File: src/rtl/vector_mem_sequencer.sv
// Purpose : steps one strided vector load/store over vl elements, two per beat, onto a
//           two-lane address scheduler; generates lane addresses/store data, tracks
//           per-lane arrival, raises load writeback strobes and holds faults until acked.
// Latency : start -> first request 1 cycle; best case ceil(vl/2) beats + 1 done cycle.
// Backpressure: a beat is held (addresses/data stable) until both pending lanes arrive;
//           sched_busy is informational and never stalls the sequencer.
// Ports   : CLK/RST (sync, active-high); start/is_load/is_store/base_addr/stride/vl/sew_in
//           instruction in; vs_idx*/vs_data* register-file read; addr*/storedata*/load/
//           store/sew/returnex to scheduler; arrived*/exception/sched_busy from scheduler;
//           wb_valid*/wb_idx* load writeback; busy/done/exc_out/exc_idx status; exc_ack in.
module vector_mem_sequencer #(
   parameter int MAX_VL = 32,
   parameter int VL_W   = $clog2(MAX_VL) + 1
) (
   input  logic            CLK,
   input  logic            RST,
   input  logic            start,
   input  logic            is_load,
   input  logic            is_store,
   input  logic [31:0]     base_addr,
   input  logic [31:0]     stride,
   input  logic [VL_W-1:0] vl,
   input  logic [1:0]      sew_in,
   output logic [VL_W-1:0] vs_idx0,
   output logic [VL_W-1:0] vs_idx1,
   input  logic [31:0]     vs_data0,
   input  logic [31:0]     vs_data1,
   output logic [31:0]     addr0,
   output logic [31:0]     addr1,
   output logic [31:0]     storedata0,
   output logic [31:0]     storedata1,
   output logic            load,
   output logic            store,
   output logic            returnex,
   output logic [1:0]      sew,
   input  logic            arrived0,
   input  logic            arrived1,
   input  logic            exception,
   input  logic            sched_busy,
   output logic            wb_valid0,
   output logic            wb_valid1,
   output logic [VL_W-1:0] wb_idx0,
   output logic [VL_W-1:0] wb_idx1,
   output logic            busy,
   output logic            done,
   output logic            exc_out,
   output logic [VL_W-1:0] exc_idx,
   input  logic            exc_ack
);

   typedef enum logic [1:0] {
      S_IDLE  = 2'd0,
      S_BEAT  = 2'd1,
      S_DONE  = 2'd2,
      S_FAULT = 2'd3
   } state_t;

   state_t          state_q, state_d;
   logic [VL_W-1:0] idx_q, idx_d;
   logic [31:0]     a0_q, a0_d;
   logic [31:0]     a1_q, a1_d;
   logic [31:0]     stride_q, stride_d;
   logic            p0_q, p0_d;
   logic            p1_q, p1_d;
   logic [VL_W-1:0] vl_q, vl_d;
   logic [1:0]      sew_q, sew_d;
   logic            ld_q, ld_d;
   logic [VL_W-1:0] exc_idx_q, exc_idx_d;

   // Index arithmetic one bit wider than vl so the end-of-vector compares never wrap.
   logic [VL_W:0]   idx_p1, idx_p2, idx_p3, vl_ext;
   logic            lane1_ok;
   logic            in_beat;
   logic            op_legal;
   logic            p0_nxt, p1_nxt;
   logic [31:0]     stride2;

   assign idx_p1   = {1'b0, idx_q} + (VL_W+1)'(1);
   assign idx_p2   = {1'b0, idx_q} + (VL_W+1)'(2);
   assign idx_p3   = {1'b0, idx_q} + (VL_W+1)'(3);
   assign vl_ext   = {1'b0, vl_q};
   assign lane1_ok = (idx_p1 < vl_ext);
   assign in_beat  = (state_q == S_BEAT);
   assign op_legal = (is_load ^ is_store) && (sew_in != 2'b11);
   assign stride2  = {stride_q[30:0], 1'b0};

   // Moore decodes: everything is forced to zero outside BEAT so IDLE (and reset) shows
   // an all-zero interface. An invalid lane 1 mirrors lane 0 so the scheduler sees a
   // harmless duplicate rather than an out-of-range address.
   assign addr0      = in_beat ? a0_q : 32'd0;
   assign addr1      = in_beat ? (lane1_ok ? a1_q : a0_q) : 32'd0;
   assign storedata0 = in_beat ? vs_data0 : 32'd0;
   assign storedata1 = in_beat ? (lane1_ok ? vs_data1 : vs_data0) : 32'd0;
   assign vs_idx0    = in_beat ? idx_q : '0;
   assign vs_idx1    = in_beat ? idx_p1[VL_W-1:0] : '0;
   assign load       = in_beat & ld_q;
   assign store      = in_beat & ~ld_q;
   assign sew        = sew_q;
   assign busy       = (state_q != S_IDLE);
   assign done       = (state_q == S_DONE);
   assign exc_out    = (state_q == S_FAULT);
   assign exc_idx    = exc_idx_q;
   assign returnex   = (state_q == S_FAULT) & exc_ack;
   assign wb_idx0    = wb_valid0 ? idx_q : '0;
   assign wb_idx1    = wb_valid1 ? idx_p1[VL_W-1:0] : '0;

   always_comb begin
      state_d   = state_q;
      idx_d     = idx_q;
      a0_d      = a0_q;
      a1_d      = a1_q;
      stride_d  = stride_q;
      p0_d      = p0_q;
      p1_d      = p1_q;
      vl_d      = vl_q;
      sew_d     = sew_q;
      ld_d      = ld_q;
      exc_idx_d = exc_idx_q;
      wb_valid0 = 1'b0;
      wb_valid1 = 1'b0;
      p0_nxt    = p0_q;
      p1_nxt    = p1_q;

      case (state_q)
         S_IDLE: begin
            if (start) begin
               if (!op_legal) begin
                  exc_idx_d = '0;
                  state_d   = S_FAULT;
               end else if (vl == '0) begin
                  sew_d   = sew_in;
                  ld_d    = is_load;
                  state_d = S_DONE;
               end else begin
                  vl_d     = vl;
                  sew_d    = sew_in;
                  ld_d     = is_load;
                  stride_d = stride;
                  idx_d    = '0;
                  a0_d     = base_addr;
                  a1_d     = base_addr + stride;
                  p0_d     = 1'b1;
                  p1_d     = (vl > VL_W'(1));
                  state_d  = S_BEAT;
               end
            end
         end

         S_BEAT: begin
            if (exception) begin
               // Fault wins over same-cycle arrivals: they are dropped and the pending
               // bits are left as they were, so the oldest outstanding lane is reported.
               exc_idx_d = p0_q ? idx_q : idx_p1[VL_W-1:0];
               state_d   = S_FAULT;
            end else begin
               wb_valid0 = ld_q & arrived0 & p0_q;
               wb_valid1 = ld_q & arrived1 & p1_q;
               p0_nxt    = p0_q & ~arrived0;
               p1_nxt    = p1_q & ~arrived1;
               p0_d      = p0_nxt;
               p1_d      = p1_nxt;
               if (!p0_nxt && !p1_nxt) begin
                  idx_d = idx_p2[VL_W-1:0];
                  a0_d  = a0_q + stride2;
                  a1_d  = a1_q + stride2;
                  if (idx_p2 >= vl_ext) begin
                     state_d = S_DONE;
                  end else begin
                     p0_d = 1'b1;
                     p1_d = (idx_p3 < vl_ext);
                  end
               end
            end
         end

         S_DONE: begin
            state_d = S_IDLE;
         end

         S_FAULT: begin
            if (exc_ack) begin
               state_d = S_IDLE;
            end
         end

         default: begin
            state_d = S_IDLE;
         end
      endcase
   end

   always_ff @(posedge CLK) begin
      if (RST) begin
         state_q   <= S_IDLE;
         idx_q     <= '0;
         a0_q      <= '0;
         a1_q      <= '0;
         stride_q  <= '0;
         p0_q      <= 1'b0;
         p1_q      <= 1'b0;
         vl_q      <= '0;
         sew_q     <= '0;
         ld_q      <= 1'b0;
         exc_idx_q <= '0;
      end else begin
         state_q   <= state_d;
         idx_q     <= idx_d;
         a0_q      <= a0_d;
         a1_q      <= a1_d;
         stride_q  <= stride_d;
         p0_q      <= p0_d;
         p1_q      <= p1_d;
         vl_q      <= vl_d;
         sew_q     <= sew_d;
         ld_q      <= ld_d;
         exc_idx_q <= exc_idx_d;
      end
   end

   // The scheduler's busy flag is carried for visibility only.
   logic unused_ok;
   assign unused_ok = sched_busy;

endmodule

File: config.mk
export PLATFORM = sky130hd
export DESIGN_NAME = vector_mem_sequencer
export DESIGN_NICKNAME = d
export VERILOG_FILES = /design/src/rtl/vector_mem_sequencer.sv
export SDC_FILE = /design/constraint.sdc
export NUM_CORES = 1
export LEC_CHECK = 0
export BUFFER_PORTS_ARGS = -buffer_cell sky130_fd_sc_hd__buf_2
export CORE_MARGIN = 2
export CORE_UTILIZATION = 59
export DETAILED_ROUTE_END_ITERATION = 8
export GPL_TIMING_DRIVEN = 1
export PLACE_DENSITY = 0.88
export SYNTH_ARGS = -nofsm -noshare
export SYNTH_HDL_FRONTEND = slang
export SYNTH_SLANG_ARGS = --single-unit
File: constraint.sdc
create_clock -name CLK -period 5.7 [get_ports CLK]
set_input_delay 1.14 -clock CLK [delete_from_list [all_inputs] [get_ports CLK]]
set_output_delay 1.14 -clock CLK [all_outputs]
set_load 0.005 [all_outputs]
==> out/results.ini <==
[outcome]
status=finished clean

[global_route]
grt_pass1_vias=12500
grt_max_degree=84
overflow=0
grt_use_total=0.401
antenna_found_initial=13
grt_first_pass_wirelength_um=65000

[final_layout]
num-nets-final=2159
fill_cells=1621
finish.utilization=0.714
fin_area_um2=13800
syn_to_final_growth_pct=19.3
stdcell_count=2192
drive_above_1_share=0.200

[power_and_ir_drop]
power.share.clock=0.303
p_comb_frac=0.425
leakage_nw=6.55
intPower_w=0.00229
vdd_drop_max_mv=0.234
swShare=0.417
power_per_cell_area_nw_per_um2=284
power_frac_seq=0.272
netSwitchingPower_w=0.00164

[placement]
postPlaceCellArea_um2=13200
dp.cells=2149
dpl.hpwl_um=30100
place_congestion=0.994
io_buffer_count=310

[synthesis]
yosysTopAreaCell=dfxtp_1
seq_area_frac_synth=0.205
ys_ff_latch=119
synthMostInstantiatedCell=nand2_1
postSynthAreaPerCell_um2=6.96
ys_async_sr_fraction=0
ys_top_cells_by_area=dfxtp_1 21%, ha_1 12%, nand2_1 10%
synthFlopType=dfxtp_1
syn_area_um2=11600
netlist_instances=1667
netlist_top_cells_count=316 x nand2_1, 210 x a21oi_1, 134 x nor2_1
yosysWarnings=0
synthDistinctLibCells=78
synth_edf_count=0
yosys.area.top_type_share=0.205

[floorplanning]
die-area_um2=20800
start_util=0.598
chipHeight_um=144
die_w_um=144
core_area_um2=19400
io_pins=314
rows=51

[timing]
skew_ns=0.0119
fin_tns_setup_ns=0
slew_headroom=0.328
fmax_ghz=0.221
finalCriticalPeriod_ns=4.52
finalHoldViolCount=0
rsz0062_at_grt=false
finalMaxSlewViolations=0
finalSetupViolations=0
worst_pin_slew_ns=1.01
final.period_utilization=0.792

[clocking]
htreeDepth=4
cts.clk_slew.worst_paths_ns=0.06
cts_hold_buf=0
clock_latency_ns=0.43
numCtsBuffers=17
cts_tree=yes
cts_sinks=119
cts-root-buf=clkbuf_16
clockBufferDepth=2
post_cts_resized=0
post-cts-setup-buffers=0

[worst_setup_path]
worstSetupEndpointType=output port
cp_max_fo=64
rrSetupSlack_ns=1.90
path_cells=ha_1 > o21ai_0 > nand2b_1 > a21oi_1 > nor2b_1 > o21ai_0 > nor2b_4 > buf_4 > nand2_1 > a21oi_1 > buf_2
slowest_stage=buf_4
timing.rr.end=a0_q[28]
r2r_start=state_q[0]
startpoint_type=flip-flop
worstPathArrival_ns=3.38
worstSetupPathType=reg -> out
reg2regPathDepth=8
worstPathRequired_ns=4.56
max_stage_delay_ns=0.59

[route]
ant_nets=0
wl_per_cell_um=19.4
drc_errors=0
vias_per_cell=6.17
drtIter0Drc=1179
drt_pass1_iterations=5
via_count=13500
routed_wirelength_um=42400

[hold_path]
hp-class=reg -> reg
worstHoldPathCells=2
holdCritStartpoint=vl_q[2]
holdPathEnd=vl_q[2]

[flow_run]
maxCapViolCount=0

==> sequential cells by signal (all words and copies together) (netlist names) <==
register  flops
stride_q     31
state_q       2
exc_idx       6
ld_q          1
idx_q         5
a0_q         32
p0_q          1
p1_q          1
a1_q         32
sew           2
vl_q          6
==> layer usage <==
metal  GRT usage  wire (um)
met1       0.476      16400
met2       0.624      19100
met3       0.129       4320
met4       0.257       2560
met5           0         39
==> how the worst max path moves through the flow <==
stage            startpoint        endpoint  slack (ns)  cells after the start
2_1_floorplan  base_addr[0]        a1_q[30]        2.22                     11
3_3_place_gp   base_addr[0]        a1_q[30]        1.62                     12
3_5_place_dp   base_addr[0]        a1_q[30]        1.55                     12
4_1_cts            idx_q[1]  storedata1[22]        1.28                     11
5_1_grt            idx_q[1]  storedata1[22]        1.01                     11
6_report           idx_q[1]  storedata1[22]        1.18                     11
==> power by group through the flow <==
stage | combinational, W | clock (W) | sequential, W
after CTS | 0.00164 | 0.00118 | 0.00106
after global routing | 0.00184 | 0.00122 | 0.00108
after global placement | 0.00158 | 0 | 0.00108
final | 0.00167 | 0.00119 | 0.00107
after detailed placement | 0.00161 | 0 | 0.00108
after floorplan | 0.00116 | 0 | 0.00103
==> cell type report <==
class                   instances  area [um2]  share of cell area
repair buffers                320        1630               0.118
well taps                     265         332              0.0240
diodes                         12        30.0             0.00217
clock buffers                  20         457              0.0330
inverters                      36         136             0.00985
clock inverters                11         174              0.0126
multi-input cells            1409        8700               0.629
flip-flops and latches        119        2380               0.172
==> cells by family after synthesis <==
group           after synthesis  synth area share
flops                       119             0.205
simple gates                709             0.283
xor+xnor                     70            0.0528
compound gates              506             0.279
fa+ha+maj                   110             0.121
other cells                   1          0.000323
mux                          12            0.0104
buf+inv                     140            0.0483
==> stage by stage <==
stage | hold WS, ns | setup WS, ns | total power, W
floorplan | 0.436 | 2.22 | 0.00219
global placement | 0.442 | 1.62 | 0.00266
detailed placement | 0.448 | 1.55 | 0.00270
CTS | 0.457 | 1.28 | 0.00388
global route | 0.481 | 1.01 | 0.00414
finish | 0.454 | 1.18 | 0.00393
==> layout by cell type, fill, tap and decap left out, types with 4 or more instances in the layout <==
cell type and count:
buf_2 309, o31ai_1 4, ha_1 107, or2_2 4, bufinv_16 4, nand3b_1 4
o211ai_1 11, a21o_1 52, nand2b_1 13, a22oi_1 6, xor2_1 33, or3_1 13
nor4_1 5, o21ai_0 59, a31oi_1 20, nand3_1 31, nor2_1 132, diode_2 12
xnor2_1 37, buf_4 11, nor2b_1 17, nor3_1 37, and2_1 86, mux2i_1 12
a211oi_1 35, o21a_1 11, a21oi_1 209, inv_1 35, a221oi_1 4, o21bai_1 10
dfxtp_1 119, nand4_1 12, nand2_1 316, o21ai_1 11, clkbuf_16 17, and3_1 15
a311oi_1 22, nor3b_1 7, o22ai_1 8
==> critical path: cells and delay by family, from the launching register on <==
kind / cells / cell delay [ns]
AOI/OAI and AO/OA: 4 / 0.94
buffers and inverters: 2 / 0.77
DFF: 1 / 0.46
and+or+nand+nor: 4 / 0.46
adders and majority gates: 1 / 0.28
No activity file was read; power rests on OpenSTA's default activity.
